$ cat config.mk
export PLATFORM = sky130hd
export DESIGN_NAME = operand_load_ctrl
export DESIGN_NICKNAME = d
export VERILOG_FILES = /design/src/rtl/operand_load_ctrl.sv
export SDC_FILE = /design/constraint.sdc
export NUM_CORES = 1
export LEC_CHECK = 0
export BUFFER_PORTS_ARGS = -buffer_cell sky130_fd_sc_hd__buf_2
export CORE_AREA = 2 2 53 55
export CTS_BUF_LIST = sky130_fd_sc_hd__clkbuf_16
export CTS_CLUSTER_SIZE = 25
export DETAILED_ROUTE_END_ITERATION = 7
export DIE_AREA = 0 0 55 57
export HOLD_SLACK_MARGIN = 0.15
export PLACE_DENSITY = 0.77
export SKIP_CTS_REPAIR_TIMING = 1
export SYNTH_ARGS = -nofsm -noshare
export SYNTH_HDL_FRONTEND = slang
export SYNTH_SLANG_ARGS = --single-unit
$ cat constraint.sdc
create_clock -name clk -period 2.1 [get_ports clk]
set_input_delay 0.42 -clock clk [delete_from_list [all_inputs] [get_ports clk]]
set_output_delay 0.42 -clock clk [all_outputs]
set_load 0.01 [all_outputs]
$ cat src/rtl/operand_load_ctrl.sv
// Operand transfer sequencer: MAR->mem->MBR->BR reads, ACC->MBR->mem writes; read 4 cycles, write 3 cycles
// after acceptance, +1 per wait state, abort after TIMEOUT idle waits; one request at a time, req ignored while busy.
module operand_load_ctrl #(
  parameter int TIMEOUT = 15,
  parameter int ADDR_W  = 8
) (
  input  logic              clk,
  input  logic              rst,
  input  logic              req,
  input  logic              we,
  input  logic [ADDR_W-1:0] addr,
  input  logic              mem_ready,
  output logic              busy,
  output logic              done,
  output logic              err,
  output logic [ADDR_W-1:0] mar_addr,
  output logic [15:0]       control_signals
);

  typedef enum logic [2:0] {
    IDLE    = 3'd0,
    LD_MAR  = 3'd1,
    RD_WAIT = 3'd2,
    LD_BR   = 3'd3,
    WR_WAIT = 3'd4,
    DONE    = 3'd5
  } state_t;

  localparam logic [7:0] TO_LIM = 8'(TIMEOUT);

  state_t            state;
  logic [7:0]        wait_cnt;
  logic              err_flag;
  logic              we_q;
  logic [ADDR_W-1:0] mar_q;

  always_ff @(posedge clk or posedge rst) begin
    if (rst) begin
      state    <= IDLE;
      wait_cnt <= 8'd0;
      err_flag <= 1'b0;
      we_q     <= 1'b0;
      mar_q    <= '0;
    end else begin
      case (state)
        IDLE: begin
          if (req) begin
            mar_q    <= addr;
            we_q     <= we;
            err_flag <= 1'b0;
            state    <= LD_MAR;
          end
        end
        LD_MAR: begin
          wait_cnt <= 8'd0;
          state    <= we_q ? WR_WAIT : RD_WAIT;
        end
        RD_WAIT, WR_WAIT: begin
          // ready takes priority over a timeout landing in the same cycle
          if (mem_ready) begin
            state <= (state == RD_WAIT) ? LD_BR : DONE;
          end else if (wait_cnt == TO_LIM) begin
            err_flag <= 1'b1;
            state    <= DONE;
          end else begin
            wait_cnt <= wait_cnt + 8'd1;
          end
        end
        LD_BR:   state <= DONE;
        DONE:    state <= IDLE;
        default: state <= IDLE;
      endcase
    end
  end

  always_comb begin
    control_signals = 16'h0000;
    case (state)
      LD_MAR: begin
        control_signals[3] = 1'b1;
        control_signals[9] = we_q;
      end
      RD_WAIT: begin
        control_signals[5] = 1'b1;
        control_signals[6] = mem_ready;
      end
      LD_BR:   control_signals[8] = 1'b1;
      WR_WAIT: control_signals[7] = 1'b1;
      default: control_signals = 16'h0000;
    endcase
  end

  assign busy     = (state != IDLE);
  assign done     = (state == DONE);
  assign err      = (state == DONE) && err_flag;
  assign mar_addr = mar_q;

endmodule

==> results of run 1 <==
==> final timing paths <==
kind                        startpoint                  to
min reg2reg                mar_addr[3]         mar_addr[3]
max reg2reg                   state[2]         mar_addr[4]
max in group asynchronous          rst         wait_cnt[2]
max                           state[0]  control_signals[9]
min in group clk                    we                we_q
min                                rst         mar_addr[0]
==> state kept, by name, summed over array words and instances (netlist names) <==
signal and count:
err_flag 1, state 3, mar_addr 8, wait_cnt 8
we_q 1
==> layout by cell type (no fill, tap or decap), drive strengths merged, types with 3 or more instances in the layout <==
master,n
buf,30
nand3,4
inv,11
nand2,9
nor2,8
a211o,3
dfrtp,21
clkbuf,3
nor3,5
mux2,8
nor4,4
o21ai,4
conb,10
==> area by class of cell <==
cell class                 instances  share of cell area
inverter                          10              0.0264
tap                               31              0.0273
clock buffer                       3              0.0528
sequential                        21               0.370
timing repair buffer              30               0.107
clock inverter                     1             0.00264
multi-input combinational         82               0.414
==> cell families (layout without fill, tap and decap cells) <==
logic type                 after synthesis  in the layout  share of synthesized area
and+or+nand+nor                         42             42                      0.202
buffers and inverters                   25             44                      0.127
DFF                                     21             21                      0.425
AOI/OAI and AO/OA                       16             16                      0.117
muxes                                    9              9                     0.0810
xor gates and xnor gates                 4              4                     0.0344
adders and majority gates                1              1                     0.0101
other                                    1             10                    0.00303
==> report_power, final <==
part,internal [W],leakage (nW),switching (W)
Sequential,0.000560,0.269,0.000176
Clock,0.000253,0.0423,0.000139
Combinational,0.000344,0.380,0.000455
==> routing by layer <==
metal / track usage / routed length, um / vias to the layer above
li1: - / - / 447
met5: 0 / 0 / -
met3: 0.0262 / 101 / 6
met4: 0.0697 / 41 / 0
met1: 0.264 / 1060 / 440
met2: 0.270 / 1260 / 35
==> synth_stat cells <==
master     count
a2111oi_4      1
a211o_1        3
a21oi_1        1
and2_1         1
and3_1         1
and4_1         1
buf_2          2
buf_4         10
buf_6          3
conb_1         1
dfrtp_1       21
ha_1           1
inv_1         10
mux2_1         2
mux2_2         6
mux2i_1        1
nand2_1        8
nand2_2        1
nand2b_1       2
nand3_1        4
nand3b_1       1
nand4_1        2
nand4b_1       1
nor2_1         7
nor2_2         1
nor2b_2        1
nor3_1         5
nor4_1         2
nor4_2         1
nor4_4         1
o211ai_1       1
o21a_1         1
o21ai_0        2
o21ai_1        2
o221ai_1       2
o2bb2ai_1      2
o41ai_2        1
or2b_1         1
or3_4          1
xnor2_1        2
xor2_1         1
xor2_2         1
==> stage by stage <==
stage | setup WS (ps) | total power, W
floorplan | 503 | 0.00133
global placement | 334 | 0.00148
detailed placement | 276 | 0.00154
CTS | 178 | 0.00194
global route | 29.7 | 0.00206
finish | 177 | 0.00193
==> worst min-delay path: cells and delay by family <==
kind | cells | cell delay (ps)
buffers and inverters | 3 | 400
==> run_results.csv, run 1 <==
group,metric,value,unit
power_and_ir_drop,power.leakage,0.691,nW
worst_setup_path,crit_arrival,1500,ps
clock_tree,cts-htree-levels,1,
power_and_ir_drop,p_per_area,1360,nW/um2
sta,finalCritPeriodShare,0.916,
logic_synthesis,synth.top_cell.area_share,0.425,
place,gp_congestion,0.858,
hold_path,hold_path_class,"input pin to asynchronous set/reset pin",
power_and_ir_drop,ir_drop,0.902,mV
sta,slew_viol_final,0,
place,dp_hpwl,1840,um
global_route,grt_pass1_wl,4190,um
logic_synthesis,yosys_warnings,0,
clock_tree,cts.clk_slew.worst_paths,60,ps
route,wl_per_cell,13.8,um
cells_and_area,drive_gt1_frac,0.327,
route,antenna_left,0,
run_status,status,"finished, final reports clean",
floorplanning,die_area,3140,um2
cells_and_area,nFillCells,235,
floorplanning,fp.dieW,55,um
worst_setup_path,path_cells,"nor2b_2 > nand2b_1 > nor2_1 > buf_2",
worst_setup_path,cp_top_family,"simple AND/OR/NAND/NOR gates",
worst_setup_path,end_kind,"output pin",
logic_synthesis,synth_area_per_cell,10.4,um2
global_route,track_usage,0.181,
sta,finalSetupTns,0,ps
logic_synthesis,synth_area_leader_cell,"dfrtp_1",
route,drc_errors,0,
worst_setup_path,worstPathMaxFanout,8,
logic_synthesis,syn_inst,119,
worst_setup_path,crit_cells,4,
sta,max_freq,0.520,GHz
route,drt_wl_total,2460,um
route,vias,928,
worst_setup_path,rrSetupSlack,280,ps
logic_synthesis,synth_area,1240,um2
logic_synthesis,synth_seq_cells,21,
logic_synthesis,synth.area.top_cells,"dfrtp_1 (43%), buf_4 (6.1%), mux2_2 (5.5%)",
job,cap_violations,0,
sta,finalHoldViolations,0,
global_route,grt_max_degree,22,
sta,rsz0062_at_grt,"no",
logic_synthesis,ys_seq_area_frac,0.425,
worst_setup_path,setup.worst_path.class,"flip-flop to output pin",
worst_setup_path,cp_slowest_cell,"dfrtp_1",
floorplanning,rows,19,
clock_tree,cts_buffer_depth,2,
sta,whs,192,ps
sta,finalSetupViolCount,0,
global_route,antenna_found_initial,0,
clock_tree,cts_tree,"yes",
floorplanning,coreArea,2620,um2
place,placed_cells,174,
cells_and_area,fin_util,0.544,
floorplanning,pin_count,40,
cells_and_area,multi_input_area,588,um2
route,first_pass_iters,4,
cells_and_area,ff_latch_area,526,um2
worst_setup_path,worstRegToRegCells,3,
worst_setup_path,path_buf_inv,1,
worst_setup_path,required,1680,ps
place,io_buffer_count,29,
sta,skew,1.67,ps
clock_tree,cts_buffers,3,
route,first_iter_violations,23,
place,place_area,1340,um2
floorplanning,die_y,57,um
sta,fin_crit,1920,ps
route,via_per_inst,5.21,
global_route,grt_pass1_vias,891,
clock_tree,clock_sinks,21,
cells_and_area,area_growth_syn_to_layout,15.0,%
logic_synthesis,synth_cell_type_count,42,
clock_tree,cts-root-buf,"clkbuf_16",
cells_and_area,nNetsFinal,162,
floorplanning,initial_core_util,0.473,
cells_and_area,stdcell_count,178,
cells_and_area,design_area,1420,um2
global_route,grt-ovfl-total,0,
cells_and_area,n_antenna_cell,0,
worst_setup_path,slowest_delay,480,ps
clock_tree,worstSkewPairLatency,250,ps
worst_setup_path,start_kind,"flip-flop",
No activity file was read; power rests on OpenSTA's default activity.
==> inputs of run 2 (changes only) <==
CELL_PAD_IN_SITES_DETAIL_PLACEMENT = 1   (was default)
CELL_PAD_IN_SITES_GLOBAL_PLACEMENT = 1   (was default)
CORE_AREA = 2 2 61 63   (was 2 2 53 55)
DIE_AREA = 0 0 63 65   (was 0 0 55 57)
PLACE_DENSITY = default   (was 0.77)
PLACE_DENSITY_LB_ADDON = 0.1   (was default)
==> run_results.csv, run 2 (synthesis gave the netlist of run 1 again) <==
group,metric,value,unit
run_status,status,"finished, final reports clean",
route,first_pass_iters,4,
worst_setup_path,setup.worst_path.class,"flip-flop to output pin",
route,antenna_left,0,
place,io_buffer_count,29,
place,dp_hpwl,2090,um
sta,finalCritPeriodShare,0.926,
global_route,grt_pass1_wl,4610,um
worst_setup_path,required,1680,ps
sta,fin_ws,156,ps
route,drc_errors,0,
floorplanning,fp.dieW,63,um
worst_setup_path,crit_arrival,1520,ps
clock_tree,cts-root-buf,"clkbuf_16",
floorplanning,initial_core_util,0.354,
place,dp_slack,373,ps
route,wl_per_cell,13.6,um
place,gp_congestion,0.744,
clock_tree,clock_sinks,21,
cells_and_area,final_common_cell,"buf_2",
global_route,grt-ovfl-total,0,
floorplanning,die_area,4100,um2
worst_setup_path,cp_top_family,"simple AND/OR/NAND/NOR gates",
global_route,grt_max_degree,22,
global_route,track_usage,0.144,
clock_tree,cts_buffer_depth,2,
sta,rsz0062_at_grt,"no",
clock_tree,cts_buffers,3,
worst_setup_path,path_buf_inv,1,
job,cap_violations,0,
route,vias,930,
power_and_ir_drop,p_per_area,1340,nW/um2
clock_tree,worstSkewPairLatency,250,ps
clock_tree,cts-htree-levels,1,
cells_and_area,drive_gt1_frac,0.338,
floorplanning,die_y,65,um
worst_setup_path,start_kind,"flip-flop",
global_route,antenna_found_initial,0,
cells_and_area,nNetsFinal,163,
sta,finalSetupViolCount,0,
sta,fin_crit,1940,ps
cells_and_area,multi_input_area,588,um2
route,via_per_inst,4.74,
sta,slew_viol_final,0,
sta,finalSetupTns,0,ps
cells_and_area,fin_util,0.416,
hold_path,hold_path_class,"input pin to asynchronous set/reset pin",
sta,max_freq,0.515,GHz
cells_and_area,area_growth_syn_to_layout,17.6,%
cells_and_area,ff_latch_area,526,um2
worst_setup_path,path_cells,"nor2b_2 > nand2b_1 > nor2_1 > buf_2",
floorplanning,coreArea,3500,um2
global_route,grt_pass1_vias,977,
worst_setup_path,cp_slowest_cell,"dfrtp_1",
worst_setup_path,slowest_delay,470,ps
cells_and_area,n_antenna_cell,0,
floorplanning,pin_count,40,
clock_tree,cts.clk_slew.worst_paths,60,ps
floorplanning,rows,22,
route,first_iter_violations,29,
worst_setup_path,worstPathMaxFanout,8,
sta,finalHoldViolations,0,
power_and_ir_drop,power.leakage,0.691,nW
cells_and_area,layout_common_cells,"buf_2 (29), dfrtp_1 (21), inv_1 (10), conb_1 (10), nand2_1 (8)",
clock_tree,cts_tree,"yes",
route,drt_wl_total,2660,um
power_and_ir_drop,ir_drop,0.432,mV
worst_setup_path,end_kind,"output pin",
cells_and_area,nFillCells,432,
sta,skew,3.05,ps
[run 2: metal layers]
| metal | wire [um] | share of wire | track usage |
|---|---|---|---|
| met1 | 1180 | 0.45 | 0.168 |
| met2 | 1360 | 0.51 | 0.261 |
| met3 | 79 | 0.030 | 0.0260 |
| met4 | 37 | 0.014 | 0.0583 |
| met5 | 0 | 0 | 0 |
[run 2: through the flow]
step,instance area [um2],cells,power [W],hold slack [ps]
after global routing,1450,196,0.00209,226
after floorplan,1270,128,0.00133,397
final,1450,196,0.00195,190
after detailed placement,1370,192,0.00156,471
after CTS,1450,196,0.00198,195
after global placement,1370,192,0.00153,467
[run 2: tightest hold or removal path: stages]
cell and delay, ps:
buf_2 100, inv_1 40, buf_4 280
[run 2: power by group]
part	switching [W]	total [W]	leakage, nW	internal, W
sequential	0.000168	0.000728	0.269	0.000560
combinational	0.000459	0.000809	0.385	0.000350
clock	0.000151	0.000409	0.0371	0.000258
total	0.000778	0.00195	0.691	0.00117
[run 2: final timing paths]
path / start / depth (start not counted) / slack [ps] / endpoint
setup / recovery: state[0] / 4 / 160 / control_signals[9]
hold / removal: rst / 3 / 190 / mar_addr[3]
setup reg to reg: wait_cnt[0] / 5 / 400 / wait_cnt[1]
hold reg to reg: err_flag / 1 / 490 / err_flag
max in group asynchronous: rst / 3 / 1690 / state[0]
min in group clk: addr[2] / 2 / 380 / mar_addr[2]
[run 2: cell type report]
type / count / area share
multi-input cells: 82 / 0.404
flip-flops and latches: 21 / 0.361
repair buffers: 31 / 0.110
clock buffers: 3 / 0.0516
well taps: 48 / 0.0413
inverters: 10 / 0.0258
clock inverters: 1 / 0.00516
